File: config.mk
export PLATFORM = sky130hd
export DESIGN_NAME = alu_seq
export DESIGN_NICKNAME = d
export VERILOG_FILES = /design/src/rtl/alu_pkg.sv /design/src/rtl/alu_regbank.sv /design/src/rtl/alu_seq.sv
export SDC_FILE = /design/constraint.sdc
export NUM_CORES = 2
export LEC_CHECK = 0
export ABC_AREA = 1
export CAP_MARGIN = 20
export CORE_MARGIN = 2
export CORE_UTILIZATION = 61
export CTS_BUF_LIST = sky130_fd_sc_hd__clkbuf_8
export CTS_CLUSTER_SIZE = 25
export DETAILED_ROUTE_END_ITERATION = 8
export MAX_ROUTING_LAYER = met4
export PLACE_DENSITY = 0.79
export SETUP_SLACK_MARGIN = 0.2
export SYNTH_ARGS = -nofsm -noshare
export SYNTH_HDL_FRONTEND = slang
export SYNTH_HIERARCHICAL = 1
export SYNTH_SLANG_ARGS = --single-unit
File: constraint.sdc
create_clock -name clk -period 9 [get_ports clk]
set_clock_uncertainty 0.05 [all_clocks]
set_input_delay 2.25 -clock clk [delete_from_list [all_inputs] [get_ports clk]]
set_output_delay 2.25 -clock clk [all_outputs]
set_load 0.01 [all_outputs]
File: src/rtl/alu_pkg.sv
// Shared opcodes and FSM state encoding for the sequential ALU.
package alu_pkg;

   localparam logic [2:0] OP_ADD = 3'b000;
   localparam logic [2:0] OP_SUB = 3'b001;
   localparam logic [2:0] OP_AND = 3'b010;
   localparam logic [2:0] OP_OR  = 3'b011;
   localparam logic [2:0] OP_DOT = 3'b100;
   localparam logic [2:0] OP_LDW = 3'b101;
   localparam logic [2:0] OP_LDX = 3'b110;
   localparam logic [2:0] OP_SLT = 3'b111;

   typedef enum logic {
      ST_IDLE = 1'b0,
      ST_DOT  = 1'b1
   } state_t;

endpackage

File: src/rtl/alu_regbank.sv
// NW x WIDTH register bank: one range-checked write port, one combinational read port.
module alu_regbank
   import alu_pkg::*;
#(
   parameter int WIDTH = 32,
   parameter int NW    = 3,
   parameter int IW    = 2
) (
   input  logic             clk,
   input  logic             rst,
   input  logic             we_i,
   input  logic [IW-1:0]    waddr_i,
   input  logic [WIDTH-1:0] wdata_i,
   input  logic [IW-1:0]    raddr_i,
   output logic [WIDTH-1:0] rdata_o,
   output logic             oob_o
);

   localparam logic [IW:0] NW_C = (IW+1)'(NW);

   logic [WIDTH-1:0] mem_q [NW];
   logic             wr_ok;
   logic             rd_ok;

   assign wr_ok = {1'b0, waddr_i} < NW_C;
   assign rd_ok = {1'b0, raddr_i} < NW_C;
   assign oob_o = ~wr_ok;

   // Out-of-range indices read as zero rather than aliasing another entry.
   assign rdata_o = rd_ok ? mem_q[raddr_i] : '0;

   always_ff @(posedge clk or posedge rst) begin
      if (rst) begin
         for (int i = 0; i < NW; i++) mem_q[i] <= '0;
      end else if (we_i && wr_ok) begin
         mem_q[waddr_i] <= wdata_i;
      end
   end

endmodule

File: src/rtl/alu_seq.sv
// Multi-cycle execute-stage ALU: single-cycle ops plus an NW-term dot product
// over loadable weight/input banks, issued with a start/busy/done handshake.
module alu_seq
   import alu_pkg::*;
#(
   parameter int WIDTH = 32,
   parameter int NW    = 3,
   parameter int IW    = (NW > 1) ? $clog2(NW) : 1
) (
   input  logic             clk,
   input  logic             rst,
   input  logic             start,
   input  logic [2:0]       op,
   input  logic [WIDTH-1:0] A,
   input  logic [WIDTH-1:0] B,
   output logic [WIDTH-1:0] y,
   output logic             done,
   output logic             busy,
   output logic             zero,
   output logic             ovf,
   output logic             err,
   output logic             state_o
);

   // Handshake: a request is taken on a rising edge where start=1 and busy=0;
   // done pulses for one cycle per accepted request, and y/flags hold until the next done.

   localparam logic [IW:0] K_LAST = (IW+1)'(NW - 1);

   state_t           state_q, state_d;
   logic [IW:0]      k_q, k_d;
   logic [WIDTH-1:0] acc_q, acc_d;
   logic [WIDTH-1:0] y_q, y_d;
   logic             done_q, done_d;
   logic             zero_q, zero_d;
   logic             ovf_q, ovf_d;
   logic             err_q, err_d;

   logic             w_we, x_we;
   logic             w_oob, x_oob;
   logic [WIDTH-1:0] w_rd, x_rd;
   logic [WIDTH-1:0] prod;
   logic [WIDTH-1:0] res;
   logic             res_ovf;
   logic             res_err;

   alu_regbank #(.WIDTH(WIDTH), .NW(NW), .IW(IW)) u_wbank (
      .clk(clk), .rst(rst), .we_i(w_we), .waddr_i(A[IW-1:0]), .wdata_i(B),
      .raddr_i(k_q[IW-1:0]), .rdata_o(w_rd), .oob_o(w_oob)
   );

   alu_regbank #(.WIDTH(WIDTH), .NW(NW), .IW(IW)) u_xbank (
      .clk(clk), .rst(rst), .we_i(x_we), .waddr_i(A[IW-1:0]), .wdata_i(B),
      .raddr_i(k_q[IW-1:0]), .rdata_o(x_rd), .oob_o(x_oob)
   );

   assign prod = x_rd * w_rd;

   always_comb begin
      res     = '0;
      res_ovf = 1'b0;
      res_err = 1'b0;
      case (op)
         OP_ADD: begin
            res     = A + B;
            res_ovf = (A[WIDTH-1] == B[WIDTH-1]) && (res[WIDTH-1] != A[WIDTH-1]);
         end
         OP_SUB: begin
            res     = A - B;
            res_ovf = (A[WIDTH-1] != B[WIDTH-1]) && (res[WIDTH-1] != A[WIDTH-1]);
         end
         OP_AND: res = A & B;
         OP_OR:  res = A | B;
         OP_LDW: begin
            res     = B;
            res_err = w_oob;
         end
         OP_LDX: begin
            res     = B;
            res_err = x_oob;
         end
         OP_SLT: res[0] = $signed(A) < $signed(B);
         default: res = '0;
      endcase
   end

   always_comb begin
      state_d = state_q;
      k_d     = k_q;
      acc_d   = acc_q;
      y_d     = y_q;
      done_d  = 1'b0;
      zero_d  = zero_q;
      ovf_d   = ovf_q;
      err_d   = err_q;
      w_we    = 1'b0;
      x_we    = 1'b0;
      case (state_q)
         ST_IDLE: begin
            if (start) begin
               if (op == OP_DOT) begin
                  state_d = ST_DOT;
                  k_d     = '0;
                  acc_d   = '0;
               end else begin
                  w_we   = (op == OP_LDW);
                  x_we   = (op == OP_LDX);
                  y_d    = res;
                  zero_d = (res == '0);
                  ovf_d  = res_ovf;
                  err_d  = res_err;
                  done_d = 1'b1;
               end
            end
         end
         ST_DOT: begin
            acc_d = acc_q + prod;
            k_d   = k_q + 1'b1;
            if (k_q == K_LAST) begin
               state_d = ST_IDLE;
               y_d     = acc_d;
               zero_d  = (acc_d == '0);
               ovf_d   = 1'b0;
               err_d   = 1'b0;
               done_d  = 1'b1;
            end
         end
         default: state_d = ST_IDLE;
      endcase
   end

   always_ff @(posedge clk or posedge rst) begin
      if (rst) begin
         state_q <= ST_IDLE;
         k_q     <= '0;
         acc_q   <= '0;
         y_q     <= '0;
         done_q  <= 1'b0;
         zero_q  <= 1'b0;
         ovf_q   <= 1'b0;
         err_q   <= 1'b0;
      end else begin
         state_q <= state_d;
         k_q     <= k_d;
         acc_q   <= acc_d;
         y_q     <= y_d;
         done_q  <= done_d;
         zero_q  <= zero_d;
         ovf_q   <= ovf_d;
         err_q   <= err_d;
      end
   end

   assign y       = y_q;
   assign done    = done_q;
   assign busy    = (state_q == ST_DOT);
   assign zero    = zero_q;
   assign ovf     = ovf_q;
   assign err     = err_q;
   assign state_o = state_q;

endmodule
==> run metrics <==
setup TNS=0 ns; CP peak stage delay=0.58 ns; WL/cell=about 19 microns; Layout Nets=6158; first-pass GRT wire length=191400 microns; Post-synth EDFFs=0; final-layout fill cell count=5471; post-synthesis mux area share=0%; Final Max Slew Viols=0; area delta synth->final=5.850%; Area contributors post-synth=fa_1, nand2_1, dfrtp_1, inv_1, ha_1; Req. time, crit path=about 9.5 ns; complex-gate fraction of the synthesized area=4.681%; CP Capture Type=register; IO Port Bufs=107; fraction of layout instances using a drive strength above 1=3.810%; drt pass-1 iters=8; die area=63570 sq um; pin count of the biggest net entering global routing=73; Slew @ Worst Pin=just under 1 ns; Worst Reg-to-Reg Cells=30; f_max=117.7 MHz; placement row count=90; most frequent cell after synthesis=nand2_1; Seq cells post-synth=264; DRT Wirelength=121000 microns; Post-Route Utilization=65.62%; routability cong.=1.062; reg-to-reg critical path startpoint=k_q[0]; Post-DRT Antenna Nets=0; Clk pin slew, worst setup/hold paths=0.06 ns; Top Ports=approximately 110; core area=60580 sq um; Worst R2R Setup Slack=0.50 ns; Clock H-tree levels=2; commonest cells in the netlist=nand2_1, inv_1, fa_1; gr ovfl total=0; worst-skew pair later-pin latency=about 0.64 ns; worst hold path type=reg2reg; Slew Limit Headroom=between 30% and 40%; area share of fa/ha/maj cells after synthesis=30.85%; mapped cell area=~38000 sq um; post-route minimum period=8.500 ns; Critical Path Sink=zero; Max Buffers Root-to-Sink=3; register area=between 6000 and 7000 sq um; RSZ-0062 raised after global routing=no; Fin Hold WS=0.4203 ns; Initial Util=between 60 and 70%; Synth Area in Simple Gates=between 20% and 30%; crit path from=k_q[0]; vias per inst=5.604; dpl cells=6161; Initial DRC Count=just under 4000; syn avg cell area=around 6.9 sq um; initial antenna violation count=2; post-detail-place hpwl=96120 microns; Ys Warns=6; Main synth FF type=dfrtp_1; Syn Inst Count=around 5400; largest family of logic cells by synthesized area=adder cells; Seq/Total Area, Yosys=17.59%; Worst Setup Path Type=reg2reg; Critical Path Fanout Max=14; Multi-input gate area=~25000 sq um; # clock sinks=around 260; TritonCTS clock tree=yes; cell taking the most area after synthesis=fa_1; # Max-Cap Violations=0; # DRC=0; reg-to-reg endpoint=zero; clk root buf=clkbuf_8; Synthesized Nets=6177; height of the die=between 200 and 300 microns; share of synthesized registers carrying an async set or reset=100.0%; Die X-Extent=252.1 microns; Synth Area in XOR/XNOR=between 1 and 1.5%; final non-filler cell total=6243; Unique masters post-synth=51; crit path DAT=8.95 ns; Final Hold Viols=0; share of the synthesized area in the top cell type=23.45%; hold path startpoint=u_xbank/mem_q[95]; outcome=complete, no violations; slowest CP cell=fa_1; vias in the first global route=34823; endpoints failing setup=0; overall global routing resource usage=around two fifths; Setup Buffers After CTS=0; CTS buffer count=44; Crit path top cell by count=fa_1; Final Cycle Share=between 90 and 100%; routed via count=34984; crit path launch type=register
## through the flow
stage	worst slack [ns]	area, sq um
finish	0.5004	39750
global route	0.2248	39750
CTS	0.6689	39720
detailed placement	0.6876	38870
global placement	0.7299	38870
floorplan	1.495	37560
## logic make-up after synthesis
family | after synthesis
xor+xnor | 46
compound gates | 316
fa+ha+maj | 662
buf+inv | 1556
flops | 264
simple gates | 2601
## final cells by class
cell class	count	share of cell area (%)
Antenna cell	2	0.01259
Clock buffer	48	1.662
Clock inverter	31	0.4879
Inverter	1294	12.25
Multi-Input combinational cell	3626	62.08
Sequential cell	264	16.62
Tap cell	782	2.461
Timing Repair Buffer	196	4.422
## registers in the layout (all words and copies together), names as in the netlist
register       count
u_wbank/mem_q     96
u_xbank/mem_q     96
acc_q             32
y                 32
k_q                3
busy               1
done               1
err                1
ovf                1
zero               1
## worst min path at each step
stage	end	cells past startpoint
after detailed placement	u_xbank/mem_q[63]	2
after CTS	u_wbank/mem_q[5]	2
after floorplan	u_wbank/mem_q[32]	2
after global placement	u_xbank/mem_q[63]	2
after global routing	u_wbank/mem_q[43]	2
final	u_xbank/mem_q[95]	2
## worst max-delay path, delay by kind of cell (launching register included)
kind / cells / cell delay [ns]
xor gates and xnor gates: 1 / 0.21
adders and majority gates: 9 / 4.50
buffers and inverters: 5 / 0.69
DFF: 1 / 0.54
and+or+nand+nor: 15 / 2.39
## repair_timing
action / 4_1_cts / 5_1_grt
resized for setup: 0 / 8
hold buffers: 0 / 0
endpoints found under the setup margin: 0 / 1
## per-layer routing
metal / vias up / GRT usage (%) / routed length (microns)
met5: - / - / 0
met4: 0 / 17.94 / 6100
met3: 327 / 5.077 / 11280
met2: 1759 / 62.27 / 55350
met1: 16694 / 53.16 / 48210
li1: 16204 / - / -
## layout by cell type, fill, tap and decap left out, types with 4 or more instances in the layout
master / instances
a21oi_1: 148
a31oi_1: 15
and2_1: 5
buf_4: 86
clkbuf_8: 48
clkdlybuf4s50_1: 105
clkinv_2: 8
dfrtp_1: 263
fa_1: 440
ha_1: 222
inv_1: 1297
inv_2: 10
inv_4: 4
nand2_1: 1812
nand2_2: 7
nand3_1: 269
nand3_2: 7
nand3b_1: 7
nand4_1: 235
nor2_1: 212
nor2_4: 4
nor3_1: 19
o211ai_1: 6
o21a_1: 6
o21ai_0: 78
o21bai_1: 13
o22ai_1: 30
or2_2: 12
xnor2_1: 19
xor2_1: 27
Power is not shown: default switching activity piles up to over one toggle a cycle in this logic, so the estimate is an artifact.
